===== config.mk =====
export PLATFORM = sky130hd
export DESIGN_NAME = spike_rate_decoder
export DESIGN_NICKNAME = d
export VERILOG_FILES = /design/src/rtl/spike_rate_decoder.sv
export SDC_FILE = /design/constraint.sdc
export NUM_CORES = 1
export LEC_CHECK = 0
export BUFFER_PORTS_ARGS = -buffer_cell sky130_fd_sc_hd__buf_2
export CORE_MARGIN = 1
export CORE_UTILIZATION = 51
export DETAILED_ROUTE_END_ITERATION = 7
export HOLD_SLACK_MARGIN = 0.15
export PLACE_DENSITY = 0.77
export SLEW_MARGIN = 10
export SYNTH_ARGS = -nofsm -noshare
export SYNTH_HDL_FRONTEND = slang
export SYNTH_SLANG_ARGS = --single-unit

===== constraint.sdc =====
create_clock -name clk -period 3.4 [get_ports clk]
set_input_delay 0.34 -clock clk [delete_from_list [all_inputs] [get_ports clk]]
set_output_delay 0.34 -clock clk [all_outputs]
set_load 0.01 [all_outputs]

===== src/rtl/spike_rate_decoder.sv =====
// Spike-train read-out: counts spikes over a programmable window and tracks the
// most recent inter-spike interval; each closed window lands in a valid/ready output register.
module spike_rate_decoder #(
    parameter int CNT_W = 8,
    parameter int WIN_W = 8
) (
    input  logic             clk,
    input  logic             reset,
    input  logic             enable,
    input  logic             spike_in,
    input  logic [WIN_W-1:0] win_len,
    output logic [CNT_W-1:0] rate_out,
    output logic [CNT_W-1:0] isi_out,
    output logic             out_valid,
    input  logic             out_ready,
    output logic             overrun,
    output logic             busy
);

    typedef enum logic {S_IDLE, S_COUNT} state_t;

    localparam logic [CNT_W-1:0] C_MAX = '1;

    state_t           r_state;
    state_t           w_state_next;
    logic [WIN_W-1:0] r_win_len;
    logic [WIN_W-1:0] r_win_cnt;
    logic [CNT_W-1:0] r_spk_cnt;
    logic [CNT_W-1:0] r_isi_cnt;
    logic [CNT_W-1:0] r_isi_last;
    logic             r_seen;
    logic [CNT_W-1:0] r_rate;
    logic [CNT_W-1:0] r_isi_out;
    logic             r_valid;
    logic             r_overrun;

    logic             w_start;
    logic             w_sample;
    logic             w_close;
    logic             w_xfer;
    logic [CNT_W-1:0] w_spk_next;
    logic [CNT_W-1:0] w_isi_last_next;

    always_ff @(posedge clk) begin
        if (reset) r_state <= S_IDLE;
        else       r_state <= w_state_next;
    end

    always_comb begin
        w_state_next = r_state;
        case (r_state)
            S_IDLE:  if (enable)  w_state_next = S_COUNT;
            S_COUNT: if (!enable) w_state_next = S_IDLE;
            default: w_state_next = S_IDLE;
        endcase
    end

    // A stored length of 0 wraps L-1 to all-ones, giving a 2^WIN_W cycle window.
    assign w_start  = (r_state == S_IDLE) && enable;
    assign w_sample = (r_state == S_COUNT) && enable;
    assign w_close  = w_sample && (r_win_cnt == (r_win_len - WIN_W'(1)));
    assign w_xfer   = r_valid && out_ready;

    assign w_spk_next = (spike_in && (r_spk_cnt != C_MAX)) ? r_spk_cnt + CNT_W'(1) : r_spk_cnt;
    assign w_isi_last_next = (spike_in && r_seen)
                           ? ((r_isi_cnt == C_MAX) ? C_MAX : r_isi_cnt + CNT_W'(1))
                           : r_isi_last;

    always_ff @(posedge clk) begin
        if (reset) begin
            r_win_len  <= '0;
            r_win_cnt  <= '0;
            r_spk_cnt  <= '0;
            r_isi_cnt  <= '0;
            r_isi_last <= '0;
            r_seen     <= 1'b0;
            r_rate     <= '0;
            r_isi_out  <= '0;
            r_valid    <= 1'b0;
            r_overrun  <= 1'b0;
        end else begin
            if (w_start || w_close) begin
                r_win_len <= win_len;
                r_win_cnt <= '0;
                r_spk_cnt <= '0;
            end else if (w_sample) begin
                r_win_cnt <= r_win_cnt + WIN_W'(1);
                r_spk_cnt <= w_spk_next;
            end

            // ISI tracking only lives while sampling; leaving COUNT forgets the previous spike.
            if (w_sample) begin
                r_isi_last <= w_isi_last_next;
                if (spike_in) begin
                    r_isi_cnt <= '0;
                    r_seen    <= 1'b1;
                end else if (r_isi_cnt != C_MAX) begin
                    r_isi_cnt <= r_isi_cnt + CNT_W'(1);
                end
            end else begin
                r_isi_cnt <= '0;
                r_seen    <= 1'b0;
            end

            if (w_close) begin
                if (!r_valid || w_xfer) begin
                    r_rate    <= w_spk_next;
                    r_isi_out <= w_isi_last_next;
                    r_valid   <= 1'b1;
                end else begin
                    r_overrun <= 1'b1;
                end
            end else if (w_xfer) begin
                r_valid <= 1'b0;
            end
        end
    end

    assign rate_out  = r_rate;
    assign isi_out   = r_isi_out;
    assign out_valid = r_valid;
    assign overrun   = r_overrun;
    assign busy      = (r_state == S_COUNT);

endmodule

# Yosys cells after proc, flatten, opt, wreduce, memory -nomap -nowiden

Cells that the tools add are included.

Flip-flop bits (word level): 60
Input port bits: 13
Output and inout bits: 19
Word-level logic and storage cells: 46

Add/sub/neg operators: 4
Eq/ne operators: 5
Mux-type cells: 7
Bitwise gates (word level): 3
Reduce and logical (&&, ||, !) cells: 16

Operators by type and width:

| operator                                                           | count |
|---|---|
| 8-bit by 1-bit adder with 8-bit output, second input constant      | 3 |
| 8-bit 2-to-1 mux                                                   | 3 |
| 8-bit != test, second input constant                               | 2 |
| 8-bit equality test                                                | 1 |
| 8-bit equality test, second input constant                         | 1 |
| 8-bit by 1-bit subtractor with 8-bit output, second input constant | 1 |
| 1-bit logical AND                                                  | 6 |
| 2-bit AND reduction                                                | 3 |
| 1-bit 2-to-1 mux                                                   | 4 |
| 2-bit OR reduction                                                 | 2 |
| 1-bit inverter                                                     | 3 |
| 3-bit OR reduction                                                 | 1 |
| 1-bit logical OR                                                   | 2 |
| 2-bit by 1-bit != test with 1-bit output, second input constant    | 1 |
| 2-bit nonzero test                                                 | 1 |
| 1-bit zero test                                                    | 1 |

# Longest topological paths before layout

Gate-level depths: netlist (run 1).

Word-level depth: 5
Mapped depth: 8
Mapped depth without buffers: 7

# Worst setup path before layout (run 1)

OpenSTA, ideal clock, no wires.

Path type: flip-flop to flip-flop
Start point: register r_win_len[0]
End point: register r_rate[3] (netlist: rate_out[3])
Arrival time: 2532 ps
Setup slack: 745 ps
Stages on the path, launching flop included: 9
Path buffers: 1
Path through: dfxtp_1 > inv_1 > ha_1 > o21ba_2 > a221o_1 > a222oi_1 > nand3_2 > buf_4 > mux2_1

Word-level cells in the longest chain between the ends: 4

Ends and longest elaborated chain:

| element                                     | RTL line | source |
|---|---|---|
| from (decl)                                 | 26       | `logic [WIN_W-1:0] r_win_len;` |
| from (signal assigned)                      | 83       | `r_win_len <= win_len;` |
| 8-bit by 1-bit subtractor with 8-bit output | 61       | `assign w_close = w_sample && (r_win_cnt == (r_win_len - WIN_W'(1)));` |
| 8-bit equality test                         | 61       |  |
| 1-bit logical AND                           | 61       |  |
| 2-bit AND reduction (no source line)        | n/a      |  |
| to (signal assigned)                        | 107      | `r_rate <= w_spk_next;` |
| to (decl)                                   | 32       | `logic [CNT_W-1:0] r_rate;` |

No other way between the ends.
A chain may end at the register's enable or synchronous reset.

# Worst setup path in the final report (run 1)

Start point: register r_win_len[0]
End point: register r_spk_cnt[2]

Word-level cells in the longest chain between the ends: 5

Ends and longest elaborated chain:

| element                                     | RTL line | source |
|---|---|---|
| 8-bit by 1-bit subtractor with 8-bit output | 61       |  |
| 8-bit equality test                         | 61       |  |
| 1-bit logical AND                           | 61       |  |
| 1-bit logical OR                            | 82       | `if (w_start \|\| w_close) begin` |
| 2-bit OR reduction (no source line)         | n/a      |  |
| to (signal assigned)                        | 88       | `r_spk_cnt <= w_spk_next;` |
| to (decl)                                   | 28       | `logic [CNT_W-1:0] r_spk_cnt;` |

No other way between the ends.

==> reports/metrics.yaml, run 1 <==
synth_area_leaders: "dfxtp_1 (39%), mux2i_1 (6.9%), nand2b_1 (5.1%), nor2_1 (4.1%), xor2_1 (4.0%)"
leakagePower_nw: 1.38
grtUsageTotal_pct: 22.0
seq_area_frac_synth_pct: 39.5
p_int_w: 0.00105
n_antenna_cell: 0
antenna_left: 0
ys_top_cells_by_count: "dfxtp_1 (60), nor2_1 (33), nand2b_1 (25), mux2i_1 (21), nand2_1 (21)"
vias: 2554
grt.overflow.total: 0
preCtsSetupSlack_ns: 0.615
synth_area_leader_cell: "dfxtp_1"
placed_area_um2: 3230
drt_pass1_iterations: 4
tns_ns: 0
synth_nets: 365
peakVddDrop_v: 0.000293
rows: 27
cts.path.max_buffers: 2
met3_usage_pct: 6.21
arrival_ns: 3.02
synth_seq_cells: 60
root_buffer: "clkbuf_8"
rsz0062_at_grt: "false"
ys_types: 49
critPathMaxFanout: 16
crit_type: "reg2reg"
maxCapViolCount: 0
switching_share_pct: 24.3
core_um2: 5640
placed_cells_incl_taps: 434
synth-warning-count: 0
numPortBuffers: 31
async_flop_share_pct: 0
synth_flop_cell: "dfxtp_1"
tightest_slew_ns: 0.990
drc: 0
p_clk_share_pct: 41.0
synth-edff-count: 0
grt_pass1_vias: 2350
clkSlewWorstSetupHoldPaths_ns: 0.06
max_freq_mhz: 351
hold_viol: 0
grt_pass1_wl_mm: 10.8
stdcell_count: 449
cts_buffers: 9
clk_latency_ns: 0.34
die_h_um: 79.2
required_ns: 3.57
cp-end-kind: "register"
place.gp.congestion: 0.835
cts_tree: "yes"
post-route-min-period_ns: 2.85
htree_levels: 3
post-cts-setup-buffer-count: 0
met2_usage_pct: 34.4
hold_buffers: 0
drt_wl_total_mm: 6.40
finalClockSkew_ns: 0.00568
yosysMostFrequentCell: "dfxtp_1"
grt_max_degree: 60
vias_per_cell: 5.69
place_hpwl_mm: 4.23
power_density_nw_per_um2: 409
io_pins: 32
dieArea_um2: 6280
drt-initial-drc-count: 108
setup_slack_ns: 0.550
synth.avg_cell_area_um2: 8.74
antenna_found_initial: 0
seqPwrFrac_pct: 52.0
grt_use_met1_pct: 27.8
startpoint_type: "register"
maxSlewViolCount: 0
netlist_area_um2: 3040
max_slew_margin_pct: 34.0
nNetsFinal: 390
drive_gt1_share_pct: 14.9
grt.busiest_layer: "met2"
fp.dieW_um: 79.2
final_area_um2: 3400
cts.sink_count: 60
syn_to_final_growth_pct: 11.8
start_util_pct: 53.9
wl_per_cell_um: 14.3
cts_resized: 0
synth_top_area_share_pct: 39.5
switchingPower_w: 0.000338
setup_viol: 0
holdCritPathClass: "in2reg"
syn_inst: 348
fin_crit_sh_pct: 83.8
status: "completed"
pwr-share-comb_pct: 7.0
[final timing paths]
kind | start | end | slack (ns) | cells past startpoint
max reg2reg | r_win_len[0] | r_spk_cnt[2] | 0.55 | 7
min | win_len[5] | r_win_len[5] | 0.26 | 3
max | r_win_len[0] | r_spk_cnt[2] | 0.55 | 7
min reg2reg | r_isi_last[6] | r_isi_last[6] | 0.45 | 2
[critical path: stages (launching register included)]
cell       delay (ns)
dfxtp_1          0.42
inv_1            0.07
ha_1             0.27
o21ba_2          0.23
a221o_1          0.34
a222oi_1         0.64
a21o_1           0.57
a2111oi_0        0.14
[final cells by class]
| cell class | instances | area, um2 |
|---|---|---|
| fill | 492 | 2240 |
| multi-input combinational | 264 | 1750 |
| sequential | 60 | 1200 |
| timing repair buffer | 34 | 178 |
| clock buffer | 13 | 159 |
| tap | 72 | 90.1 |
| inverter | 4 | 15.0 |
| clock inverter | 2 | 10.0 |
[metrics by stage]
step / util [%] / hold slack [ns] / total power (W)
detailed placement: 57.3 / 0.445 / 0.000834
floorplan: - / 0.423 / 0.000810
finish: 60.3 / 0.262 / 0.00139
global route: 60.3 / 0.248 / 0.00144
global placement: 57.3 / 0.443 / 0.000831
CTS: 60.3 / 0.249 / 0.00140
[cells by family after synthesis]
| kind of cell | count (synthesis) | synth area share [%] |
|---|---|---|
| mux | 30 | 10.2 |
| xor+xnor | 23 | 6.62 |
| fa+ha+maj | 4 | 1.65 |
| simple gates | 153 | 26.4 |
| flops | 60 | 39.5 |
| compound gates | 54 | 12.5 |
| buf+inv | 24 | 3.08 |
[flip-flops by register name (all words and copies together) (netlist names)]
name and flops:
isi_out 8, r_isi_cnt 8, r_isi_last 8, r_spk_cnt 8
r_win_cnt 8, r_win_len 8, rate_out 8, busy 1
out_valid 1, overrun 1, r_seen 1
[layout by cell type, fill, tap and decap left out, types with 2 or more instances in the layout]
cell      count
dfxtp_1      60
nor2_1       33
buf_2        31
nand2b_1     25
nand2_1      21
mux2i_1      21
nor3_1       18
xor2_1       14
nand3_1      13
a21oi_1      13
nor2b_1      12
clkbuf_8     11
xnor2_1       9
o21ai_0       7
nand4_1       7
and2_1        6
a211oi_1      6
mux2_2        6
inv_1         4
a21o_1        4
and4_1        4
and3_1        4
ha_1          4
or3_1         3
a311oi_1      3
mux2_1        3
a211o_1       3
buf_4         3
nor4_1        2
o31a_1        2
a311o_1       2
a41oi_1       2
clkinv_2      2
clkbuf_1      2
[routing by layer]
metal / vias up / part of all wire [%]
li1: 1286 / -
met1: 1199 / 48
met2: 56 / 46
met3: 13 / 4.2
met4: 0 / 1.9
met5: - / 0
[power groups by stage]
stage	sequential [W]	combinational, W	clock (W)
detailed placement	0.000739	0.0000955	0
global route	0.000725	0.000107	0.000607
floorplan	0.000736	0.0000738	0
CTS	0.000723	0.0000967	0.000578
global placement	0.000739	0.0000927	0
finish	0.000724	0.0000970	0.000570
No activity file was read; power rests on OpenSTA's default activity.
==> run 2, diff against run 1 <==
==> constraint.sdc (replaced) <==
create_clock -name clk -period 2.8 [get_ports clk]
set_input_delay 0.28 -clock clk [delete_from_list [all_inputs] [get_ports clk]]
set_output_delay 0.28 -clock clk [all_outputs]
set_load 0.01 [all_outputs]
==> run 2 against run 1 <==
Critical endpoint is now r_win_len[0]. Sequential power increased by 21%. Critical path depth rose by 1. Non-clock buffer count up 3. Critical path type unchanged.
==> reports/metrics.yaml, run 2 (synthesis gave the netlist of run 1 again) <==
rows: 27
maxCapViolCount: 0
cp-end-kind: "register"
finalClockSkew_ns: 0.00547
crit_type: "reg2reg"
vias: 2533
cts_buffers: 9
clk_latency_ns: 0.33
seqPwrFrac_pct: 54.0
min_from: "win_len[3]"
holdCritPathClass: "in2reg"
setup_viol: 0
total_power_w: 0.00163
max_slew_margin_pct: 35.8
cts.sink_count: 60
cts_resized: 0
post-route-min-period_ns: 2.57
grt_pass1_vias: 2312
r2r_start: "r_win_len[0]"
placed_cells_incl_taps: 437
stdcell_count: 452
holdPathStages: 3
drive_gt1_share_pct: 15.3
syn_to_final_growth_pct: 11.9
switchingPower_w: 0.000394
antenna_found_initial: 0
clkSlewWorstSetupHoldPaths_ns: 0.06
place_hpwl_mm: 4.26
post-cts-setup-buffer-count: 0
start_util_pct: 53.9
vias_per_cell: 5.60
core_um2: 5640
die_h_um: 79.2
n_antenna_cell: 0
grt_max_degree: 49
numPortBuffers: 31
cts.path.max_buffers: 2
required_ns: 2.98
r2r_cells: 8
rsz0062_at_grt: "false"
most-common-layout-cells: "dfxtp_1 (60), nor2_1 (33), buf_2 (31)"
max_freq_mhz: 389
status: "completed"
p_int_w: 0.00123
critPathMaxFanout: 8
drt_wl_total_mm: 6.18
drt-initial-drc-count: 146
antenna_left: 0
tns_ns: 0
place.gp.congestion: 0.850
startpoint_type: "register"
leakagePower_nw: 1.38
utilization_pct: 60.3
io_pins: 32
drt_pass1_iterations: 5
maxSlewViolCount: 0
power_density_nw_per_um2: 478
switching_share_pct: 24.2
fillers: 509
grtUsageTotal_pct: 21.4
pwr-share-comb_pct: 7.5
htree_levels: 3
dieArea_um2: 6280
arrival_ns: 2.75
drc: 0
p_clk_share_pct: 38.4
nNetsFinal: 393
wl_per_cell_um: 13.7
root_buffer: "clkbuf_8"
cts_tree: "yes"
peakVddDrop_v: 0.000289
fin_crit_sh_pct: 91.9
crit_start: "r_win_len[0]"
hold_buffers: 0
grt_pass1_wl_mm: 10.4
fp.dieW_um: 79.2
hold_viol: 0
final_common_cell: "dfxtp_1"
grt.overflow.total: 0
tightest_slew_ns: 0.964
[run 2: cell count changes in the layout (fill, tap and decap cells not counted)]
cell,previous run,this run
clkbuf_1,2,3
buf_4,3,6
clkinv_2,2,3
clkbuf_8,11,9
[run 2: layout make-up]
class | instances | area [um2] | share of cell area (%)
tap | 72 | 90.1 | 2.65
multi-input combinational | 264 | 1750 | 51.3
timing repair buffer | 37 | 200 | 5.88
clock buffer | 12 | 135 | 3.97
sequential | 60 | 1200 | 35.3
inverter | 4 | 15.0 | 0.441
clock inverter | 3 | 15.0 | 0.441
[run 2: critical path: stages, from the launching register on]
cell and delay, ns:
dfxtp_1 0.42, inv_1 0.07, ha_1 0.28, o21ba_2 0.22
a221o_1 0.34, a222oi_1 0.41, buf_4 0.21, a21oi_1 0.27
mux2i_1 0.21
[run 2: stage by stage]
| step | setup slack (ns) | hold slack (ns) | cell area, um2 |
|---|---|---|---|
| floorplan | 0.145 | 0.363 | 3040 |
| global placement | 0.347 | 0.440 | 3250 |
| detailed placement | 0.244 | 0.445 | 3250 |
| CTS | 0.223 | 0.207 | 3400 |
| global route | 0.0200 | 0.237 | 3400 |
| finish | 0.227 | 0.215 | 3400 |
[run 2: layer usage]
metal	global-route usage [%]	wire length, um	up-vias
li1	-	-	1293
met1	28.3	2950	1179
met3	3.45	229	12
met4	11.3	107	0
met2	33.3	2890	49
met5	0	0	-
[run 2: power groups by stage]
stage | Combinational, W | Clock, W | Sequential, W
final | 0.000123 | 0.000625 | 0.000879
after global routing | 0.000136 | 0.000678 | 0.000880
after CTS | 0.000123 | 0.000644 | 0.000878
after detailed placement | 0.000122 | 0 | 0.000897
after global placement | 0.000120 | 0 | 0.000897
after floorplan | 0.0000897 | 0 | 0.000893
[run 2: final timing paths]
path	endpoint	slack, ns
hold / removal	r_win_len[3]	0.21
setup reg to reg	r_win_len[0]	0.23
hold reg to reg	r_isi_last[6]	0.46
setup / recovery	r_win_len[0]	0.23
